--- src/rtl/patt_pkg.sv ---
// rtl/patt_pkg.sv - shared state encoding and default frame constants for the pattern link
package patt_pkg;

    typedef enum logic [1:0] {
        ST_IDLE = 2'd0,
        ST_SYNC = 2'd1,
        ST_DATA = 2'd2,
        ST_GAP  = 2'd3
    } patt_state_e;

    localparam int PATT_W_DEF = 4;
    localparam int DATA_W_DEF = 8;
    localparam logic [PATT_W_DEF-1:0] PATTERN_DEF = 4'b1010;

    // Counter width able to hold max_val, never narrower than one bit.
    function automatic int cnt_width(input int max_val);
        return (max_val < 1) ? 1 : $clog2(max_val + 1);
    endfunction

endpackage

--- src/rtl/patt_piso.sv ---
// rtl/patt_piso.sv - parallel-load, shift-left register feeding the serial transmitter
module patt_piso #(
    parameter int W = 12
) (
    input  logic         clk,
    input  logic         rst,
    input  logic         load,
    input  logic         shift_en,
    input  logic [W-1:0] d,
    output logic         msb
);

    logic [W-1:0] sr_q;
    logic [W-1:0] sr_d;

    always_comb begin
        sr_d = sr_q;
        if (load) begin
            sr_d = d;
        end else if (shift_en) begin
            sr_d = sr_q << 1;
        end
    end

    always_ff @(posedge clk) begin
        if (rst) begin
            sr_q <= '0;
        end else begin
            sr_q <= sr_d;
        end
    end

    assign msb = sr_q[W-1];

endmodule

--- src/rtl/patt_generator.sv ---
// rtl/patt_generator.sv - serial frame transmitter: sync pattern, payload, then idle gap
module patt_generator
    import patt_pkg::*;
#(
    parameter int                PATT_W  = PATT_W_DEF,
    parameter int                DATA_W  = DATA_W_DEF,
    parameter logic [PATT_W-1:0] PATTERN = PATTERN_DEF,
    parameter int                GAP_CYC = 2
) (
    input  logic              clk,
    input  logic              rst,
    input  logic              start,
    input  logic [DATA_W-1:0] payload,
    input  logic              hold,
    output logic              data_out,
    output logic              out_en,
    output logic              busy,
    output logic              done
);

    localparam int FRAME_W = PATT_W + DATA_W;
    localparam int BCNT_W  = $clog2(FRAME_W + 1);
    localparam int GCNT_W  = cnt_width(GAP_CYC);
    localparam logic [BCNT_W-1:0] BCNT_LAST = BCNT_W'(FRAME_W);
    localparam logic [BCNT_W-1:0] BCNT_SYNC = BCNT_W'(PATT_W);
    localparam logic [GCNT_W-1:0] GCNT_LAST = GCNT_W'((GAP_CYC > 0) ? GAP_CYC - 1 : 0);

    patt_state_e       state_q, state_d;
    logic [BCNT_W-1:0] bcnt_q, bcnt_d;
    logic [GCNT_W-1:0] gcnt_q, gcnt_d;
    logic              data_out_q, data_out_d;
    logic              out_en_q, out_en_d;
    logic              busy_q, busy_d;
    logic              done_q, done_d;

    logic [FRAME_W-1:0] frame;
    logic               piso_load;
    logic               piso_shift;
    logic               piso_msb;

    assign frame = {PATTERN, payload};

    // The first frame bit goes straight to data_out on the accepting edge, so the
    // shift register is loaded with the remaining bits and bcnt counts bits sent.
    patt_piso #(
        .W(FRAME_W)
    ) u_piso (
        .clk      (clk),
        .rst      (rst),
        .load     (piso_load),
        .shift_en (piso_shift),
        .d        ({frame[FRAME_W-2:0], 1'b0}),
        .msb      (piso_msb)
    );

    always_comb begin
        state_d    = state_q;
        bcnt_d     = bcnt_q;
        gcnt_d     = gcnt_q;
        data_out_d = data_out_q;
        out_en_d   = 1'b0;
        busy_d     = busy_q;
        done_d     = 1'b0;
        piso_load  = 1'b0;
        piso_shift = 1'b0;

        unique case (state_q)
            ST_IDLE: begin
                data_out_d = 1'b0;
                busy_d     = 1'b0;
                if (start) begin
                    piso_load  = 1'b1;
                    data_out_d = frame[FRAME_W-1];
                    out_en_d   = 1'b1;
                    busy_d     = 1'b1;
                    bcnt_d     = BCNT_W'(1);
                    state_d    = ST_SYNC;
                end
            end
            ST_SYNC, ST_DATA: begin
                // Frame completion does not wait on hold: done follows the last bit directly.
                if (bcnt_q == BCNT_LAST) begin
                    data_out_d = 1'b0;
                    done_d     = 1'b1;
                    bcnt_d     = '0;
                    gcnt_d     = '0;
                    if (GAP_CYC > 0) begin
                        state_d = ST_GAP;
                    end else begin
                        state_d = ST_IDLE;
                        busy_d  = 1'b0;
                    end
                end else if (!hold) begin
                    piso_shift = 1'b1;
                    data_out_d = piso_msb;
                    out_en_d   = 1'b1;
                    bcnt_d     = bcnt_q + 1'b1;
                    if (bcnt_q >= BCNT_SYNC) begin
                        state_d = ST_DATA;
                    end
                end
            end
            ST_GAP: begin
                data_out_d = 1'b0;
                if (gcnt_q == GCNT_LAST) begin
                    state_d = ST_IDLE;
                    busy_d  = 1'b0;
                    gcnt_d  = '0;
                end else begin
                    gcnt_d = gcnt_q + 1'b1;
                end
            end
            default: begin
                state_d = ST_IDLE;
            end
        endcase
    end

    always_ff @(posedge clk) begin
        if (rst) begin
            state_q    <= ST_IDLE;
            bcnt_q     <= '0;
            gcnt_q     <= '0;
            data_out_q <= 1'b0;
            out_en_q   <= 1'b0;
            busy_q     <= 1'b0;
            done_q     <= 1'b0;
        end else begin
            state_q    <= state_d;
            bcnt_q     <= bcnt_d;
            gcnt_q     <= gcnt_d;
            data_out_q <= data_out_d;
            out_en_q   <= out_en_d;
            busy_q     <= busy_d;
            done_q     <= done_d;
        end
    end

    assign data_out = data_out_q;
    assign out_en   = out_en_q;
    assign busy     = busy_q;
    assign done     = done_q;

endmodule

--- config.mk ---
export PLATFORM = sky130hd
export DESIGN_NAME = patt_generator
export DESIGN_NICKNAME = d
export VERILOG_FILES = /design/src/rtl/patt_pkg.sv /design/src/rtl/patt_piso.sv /design/src/rtl/patt_generator.sv
export SDC_FILE = /design/constraint.sdc
export NUM_CORES = 1
export LEC_CHECK = 0
export BUFFER_PORTS_ARGS = -buffer_cell sky130_fd_sc_hd__buf_2
export CAP_MARGIN = 20
export CORE_ASPECT_RATIO = 1.5
export CORE_UTILIZATION = 55
export DETAILED_ROUTE_END_ITERATION = 8
export GPL_ROUTABILITY_DRIVEN = 0
export PLACE_DENSITY_LB_ADDON = 0.05
export SLEW_MARGIN = 5
export SYNTH_ARGS = -nofsm -noshare
export SYNTH_HDL_FRONTEND = slang
export SYNTH_SLANG_ARGS = --single-unit
--- constraint.sdc ---
create_clock -name clk -period 1.83 [get_ports clk]
set_input_delay 0.0915 -clock clk [delete_from_list [all_inputs] [get_ports clk]]
set_output_delay 0.0915 -clock clk [all_outputs]
set_load 0.02 [all_outputs]
==> results of run 1 <==
==> per-layer routing <==
layer / vias to the layer above / track usage [%] / share of wire (%)
met1: 431 / 25.2 / 45
met2: 9 / 39.3 / 53
met3: 2 / 2.30 / 1.4
met5: - / 0 / 0
li1: 474 / - / -
met4: 0 / 11.8 / 1.1
==> registers in the layout, indices dropped and copies added (netlist names) <==
name / count
data_out: 1
u_piso.sr_q: 11
done: 1
state_q: 2
bcnt_q: 4
gcnt_q: 2
busy: 1
out_en: 1
==> layout make-up <==
cell class	count	area (um2)	area share [%]
Clock buffer	4	26.3	2.05
Inverter	6	22.5	1.76
Multi-Input combinational cell	87	633	49.5
Sequential cell	23	460	36.0
Tap cell	21	26.3	2.05
Timing Repair Buffer	18	110	8.61
==> power by group through the flow <==
| stage | logic (mW) | registers [mW] | clock network, mW |
|---|---|---|---|
| global route | 1.09 | 0.724 | 0.256 |
| finish | 0.992 | 0.711 | 0.226 |
| detailed placement | 0.970 | 0.721 | 0 |
| global placement | 0.952 | 0.712 | 0 |
| CTS | 0.977 | 0.709 | 0.239 |
| floorplan | 0.718 | 0.730 | 0 |
==> synthesized netlist by cell type, types with 2 or more instances <==
library cell  instances  area, um2
dfxtp_1              23        460
mux2i_1              11        110
inv_1                 6       22.5
a21oi_1               6       30.0
nor2b_1               3       18.8
a211oi_1             10       75.1
a21o_1                2       15.0
ha_1                  5       62.6
nand2_1               6       22.5
nand2b_1              3       18.8
a31o_2                2       17.5
nor3_1                4       20.0
nand3_1               2       10.0
o31ai_1               2       15.0
clkbuf_1              4       15.0
nor2_1               13       48.8
nor3b_1               3       22.5
==> worst max-delay path by stage <==
stage,cells after the start,endpoint,slack [ns],from
finish,7,bcnt_q[1]$_SDFFE_PP0P_,0.13,bcnt_q[0]$_SDFFE_PP0P_
global route,6,bcnt_q[3]$_SDFFE_PP0P_,0.005,bcnt_q[0]$_SDFFE_PP0P_
CTS,6,u_piso.sr_q[8]$_SDFFE_PP0P_,0.09,state_q[1]$_SDFFE_PP0P_
detailed placement,7,bcnt_q[1]$_SDFFE_PP0P_,0.13,bcnt_q[0]$_SDFFE_PP0P_
global placement,6,u_piso.sr_q[3]$_SDFFE_PP0P_,0.19,state_q[1]$_SDFFE_PP0P_
floorplan,6,bcnt_q[3]$_SDFFE_PP0P_,0.25,bcnt_q[0]$_SDFFE_PP0P_
==> cells by family after synthesis <==
| logic type | after synthesis |
|---|---|
| buffers and inverters | 12 |
| AND/OR/NAND/NOR | 39 |
| AO/OA/AOI/OAI | 31 |
| adder cells (fa/ha/maj) | 5 |
| multiplexers | 11 |
| XOR/XNOR | 1 |
| flip-flops | 23 |
==> through the flow <==
| step | instance area (um2) | hold slack [ns] |
|---|---|---|
| 2_1_floorplan | 1150 | 0.232 |
| 3_3_place_gp | 1250 | 0.342 |
| 3_5_place_dp | 1250 | 0.346 |
| 4_1_cts | 1280 | 0.00953 |
| 5_1_grt | 1280 | 0.0368 |
| 6_report | 1280 | 0.0215 |
==> placed cells by master (no fill, tap or decap), types with 2 or more instances in the layout <==
| cell type | synthesis | routed |
|---|---|---|
| buf_2 | 0 | 15 |
| nor3b_1 | 3 | 3 |
| a21o_1 | 2 | 2 |
| o31ai_1 | 2 | 2 |
| clkbuf_4 | 0 | 3 |
| nor2b_1 | 3 | 3 |
| a211oi_1 | 10 | 10 |
| a31o_2 | 2 | 2 |
| nor3_1 | 4 | 4 |
| ha_1 | 5 | 4 |
| a21oi_1 | 6 | 6 |
| mux2i_1 | 11 | 11 |
| nor2_1 | 13 | 13 |
| nand2b_1 | 3 | 3 |
| nand3_1 | 2 | 2 |
| inv_1 | 6 | 6 |
| nand2_1 | 6 | 6 |
| buf_4 | 0 | 2 |
| dfxtp_1 | 23 | 23 |
==> worst register-to-register path: stages, from the launching register on <==
cell and delay (ns):
dfxtp_1 0.36, inv_1 0.11, ha_1 0.26, nand3_4 0.15, a311oi_4 0.41, buf_4 0.19
nand3_1 0.07, o31ai_1 0.07
==> flow_summary.yaml, run 1 <==
floorplan:
  start_util_pct: 60.5
  ios: 16
  die_h_um: 58
  die-area_um2: 2280
  core_um2: 1900
  die_w_um: 39.3
  rows: 19
sta:
  worst_slack_ns: 0.130
  min_period_ns: 1.70
  fin_worst_skew_ns: 0.00434
  rsz0062_at_grt: "false"
  worst_pin_slew_ns: 0.522
  finalHoldViolations: 0
  setup_violations: 0
  relSlewSlack_pct: 65.1
  tns_ns: 0
  period_share_pct: 92.9
  slew_viol_final: 0
  fmax_ghz: 0.588
synth:
  synth_xor_area_share_pct: 0.762
  netlist_area_um2: 1150
  ys_seq_area_share_pct: 40.0
  synth-compound-area-share_pct: 20.9
  ys_warn_count: 0
  synth.distinct_cells: 34
  async_flop_share_pct: 0
  synth-simple-area-share_pct: 18.2
  synth-edff-count: 0
  synth.area.mux_share_pct: 9.58
  postSynthCellCount: 122
  ys.flop_type: "dfxtp_1"
  ys_ff_latch: 23
  synth_top_family_by_area: "compound AO/OA/AOI/OAI gates"
  synth.avg_cell_area_um2: 9.43
  syn_nets: 139
  synthAdderAreaFrac_pct: 5.44
power_and_ir_drop:
  clkPwrFrac_pct: 11.7
  power.density_nw_per_um2: 1510
  p_total_mw: 1.93
  p_int_mw: 1.16
  combPwrFrac_pct: 51.4
  swShare_pct: 40.0
  vdd_drop_max_mv: 0.841
  p_leak_nw: 0.576
  power.switching_mw: 0.771
  seqPwrFrac_pct: 36.9
routing:
  viasPerCell: 5.76
  dr.first_iter.drc_count: 11
  post_drt_wl_per_cell_um: 13.8
  drtPass1Iterations: 4
  antenna_left: 0
  wirelength_um: 2190
  via_count: 916
  drc: 0
setup_path:
  crit_chain: "inv_1, ha_1, nand3_4, a311oi_4, buf_4, nand3_1, o31ai_1"
  path_max_fanout: 7
  crit_type: "register to register"
  r2r_end: "bcnt_q[1]$_SDFFE_PP0P_"
  slowest_delay_ns: 0.41
  critPathBufInv: 2
  cpLargestDelayFamily: "compound AO/OA/AOI/OAI gates"
  ff2ff_setup_slack_ns: 0.13
  slowest_stage: "a311oi_4"
  endpoint_kind: "register"
  critPathLaunchType: "register"
  reg2reg_from: "bcnt_q[0]$_SDFFE_PP0P_"
  r2r_cells: 7
  cp.arrival_ns: 1.92
  cp.required_ns: 2.05
finish:
  drive_above_1_share_pct: 20.3
  fillers: 174
  diodes: 0
  utilization_pct: 67.2
  nNetsFinal: 156
  final_cells: 159
  area_growth_pct: 11.2
min_path:
  min_to: "u_piso.sr_q[1]$_SDFFE_PP0P_"
  min_path_type: "input pin to register"
  hp-start: "payload[0]"
  whs_path_depth: 3
clocking:
  cts.clk_slew.worst_paths_ns: 0.12
  cts.path.max_buffers: 2
  cts-buffers-inserted: 3
  clock-sinks: 23
  clk_latency_ns: 0.30
  post_cts_resized: 0
  htree_levels: 1
  holdBufCountCts: 0
  cts-root-buf: "clkbuf_4"
  cts_tree: "built"
  cts_setup_buffers: 0
placement:
  dp.cells: 155
  port_buffers: 15
  hpwl_um: 1570
  dpl_worst_slack_ns: 0.129
global_routing:
  antenna_found_initial: 0
  overflow: 0
  grt_pass1_vias: 866
  grt_pass1_wl_um: 3610
  grt_usage_pct: 22.4
  grt_start_max_net_pins: 25
status:
  status: "finished clean"
job:
  maxCapViolations: 0
Power figures use the tool's default switching activity.
==> run 2: changes to the inputs <==
==> constraint.sdc (replaced) <==
create_clock -name clk -period 1.9 [get_ports clk]
set_input_delay 0.095 -clock clk [delete_from_list [all_inputs] [get_ports clk]]
set_output_delay 0.095 -clock clk [all_outputs]
set_load 0.02 [all_outputs]
==> flow_summary.yaml, run 2 (synthesized netlist as in run 1, its figures left out) <==
status:
  status: "finished clean"
setup_path:
  critPathLaunchType: "register"
  ff2ff_setup_slack_ns: 0.16
  cp.arrival_ns: 1.96
  endpoint_kind: "register"
  r2r_cells: 6
  cp.required_ns: 2.12
  r2r_end: "bcnt_q[3]$_SDFFE_PP0P_"
  crit_type: "register to register"
  path_max_fanout: 8
  reg2reg_from: "bcnt_q[0]$_SDFFE_PP0P_"
placement:
  dpl_worst_slack_ns: 0.172
  dp.cells: 154
  hpwl_um: 1590
  port_buffers: 15
  place_area_um2: 1230
routing:
  antenna_left: 0
  viasPerCell: 5.94
  wirelength_um: 2170
  dr.first_iter.drc_count: 16
  drc: 0
  post_drt_wl_per_cell_um: 13.8
  drtPass1Iterations: 5
  via_count: 938
finish:
  register_area_um2: 460
  area_growth_pct: 9.25
  multi_input_area_um2: 631
  nNetsFinal: 155
  top_regs: "u_piso.sr_q (11), bcnt_q (4)"
  final_common_cell: "dfxtp_1"
  top_register: "u_piso.sr_q"
  utilization_pct: 66.1
  diodes: 0
  fillers: 169
  layout_common_cells: "23 x dfxtp_1, 15 x buf_2, 13 x nor2_1, 11 x mux2i_1, 10 x a211oi_1"
  largest_reg_flops: 11
  drive_above_1_share_pct: 19.0
  final_cells: 158
  postLayoutCellArea_um2: 1260
floorplan:
  die-area_um2: 2280
  ios: 16
  die_w_um: 39.3
  start_util_pct: 60.5
  core_um2: 1900
  rows: 19
  die_h_um: 58
job:
  maxCapViolations: 0
clocking:
  htree_levels: 1
  clk_latency_ns: 0.31
  cts-buffers-inserted: 3
  cts_tree: "built"
  post_cts_resized: 0
  holdBufCountCts: 0
  clock-sinks: 23
  cts.clk_slew.worst_paths_ns: 0.12
  cts-root-buf: "clkbuf_4"
  cts_setup_buffers: 0
  cts.path.max_buffers: 2
global_routing:
  grt_pass1_vias: 892
  grt_start_max_net_pins: 25
  grt_pass1_wl_um: 3620
  antenna_found_initial: 0
  grt_usage_pct: 22.5
  overflow: 0
sta:
  rsz0062_at_grt: "false"
  fin_worst_skew_ns: 0.00603
  tns_ns: 0
  worst_slack_ns: 0.158
  relSlewSlack_pct: 64.8
  min_period_ns: 1.74
  setup_violations: 0
  finalHoldViolations: 0
  hold-worst-slack_ns: 0.0169
  worst_pin_slew_ns: 0.527
  fmax_ghz: 0.574
  slew_viol_final: 0
  period_share_pct: 91.7
min_path:
  whs_path_depth: 3
  min_to: "u_piso.sr_q[1]$_SDFFE_PP0P_"
  min_path_type: "input pin to register"
  hp-start: "payload[0]"
power_and_ir_drop:
  power.density_nw_per_um2: 1430
  p_leak_nw: 0.567
  vdd_drop_max_mv: 0.800
  p_total_mw: 1.80
## run 2: changes by cell type in the layout (fill, tap and decap cells not counted), sizes merged
cell / change
buf: -1
## run 2: critical path, stage by stage, from the launching register on
cell      delay, ns
dfxtp_1        0.36
inv_1          0.11
ha_1           0.25
nand3_4        0.14
a311oi_4       0.48
nor3b_1        0.09
a31o_2         0.22
## run 2: worst max path at each step
stage / startpoint / to / slack (ns)
2_1_floorplan: bcnt_q[0]$_SDFFE_PP0P_ / bcnt_q[3]$_SDFFE_PP0P_ / 0.32
3_3_place_gp: bcnt_q[0]$_SDFFE_PP0P_ / bcnt_q[3]$_SDFFE_PP0P_ / 0.23
3_5_place_dp: bcnt_q[0]$_SDFFE_PP0P_ / bcnt_q[3]$_SDFFE_PP0P_ / 0.17
4_1_cts: bcnt_q[0]$_SDFFE_PP0P_ / bcnt_q[0]$_SDFFE_PP0P_ / 0.15
5_1_grt: bcnt_q[0]$_SDFFE_PP0P_ / bcnt_q[0]$_SDFFE_PP0P_ / 0.04
6_report: bcnt_q[0]$_SDFFE_PP0P_ / bcnt_q[3]$_SDFFE_PP0P_ / 0.16
## run 2: metal layers
layer,global-route usage [%],wire length [um],vias up
li1,-,-,475
met2,38.8,1150,16
met3,2.30,37,6
met1,25.4,940,441
met4,12.8,49,0
met5,0,0,-
## run 2: layout make-up
cell class	count	area share, %
Tap cell	21	2.09
Multi-Input combinational cell	87	50.2
Clock buffer	4	2.09
Sequential cell	23	36.7
Timing Repair Buffer	17	7.17
Inverter	6	1.79
## run 2: report_power, final
part	leakage, nW	switching [mW]	internal, mW
clock	0.0150	0.142	0.0820
combinational	0.363	0.520	0.376
sequential	0.189	0.0743	0.607
total	0.567	0.736	1.06
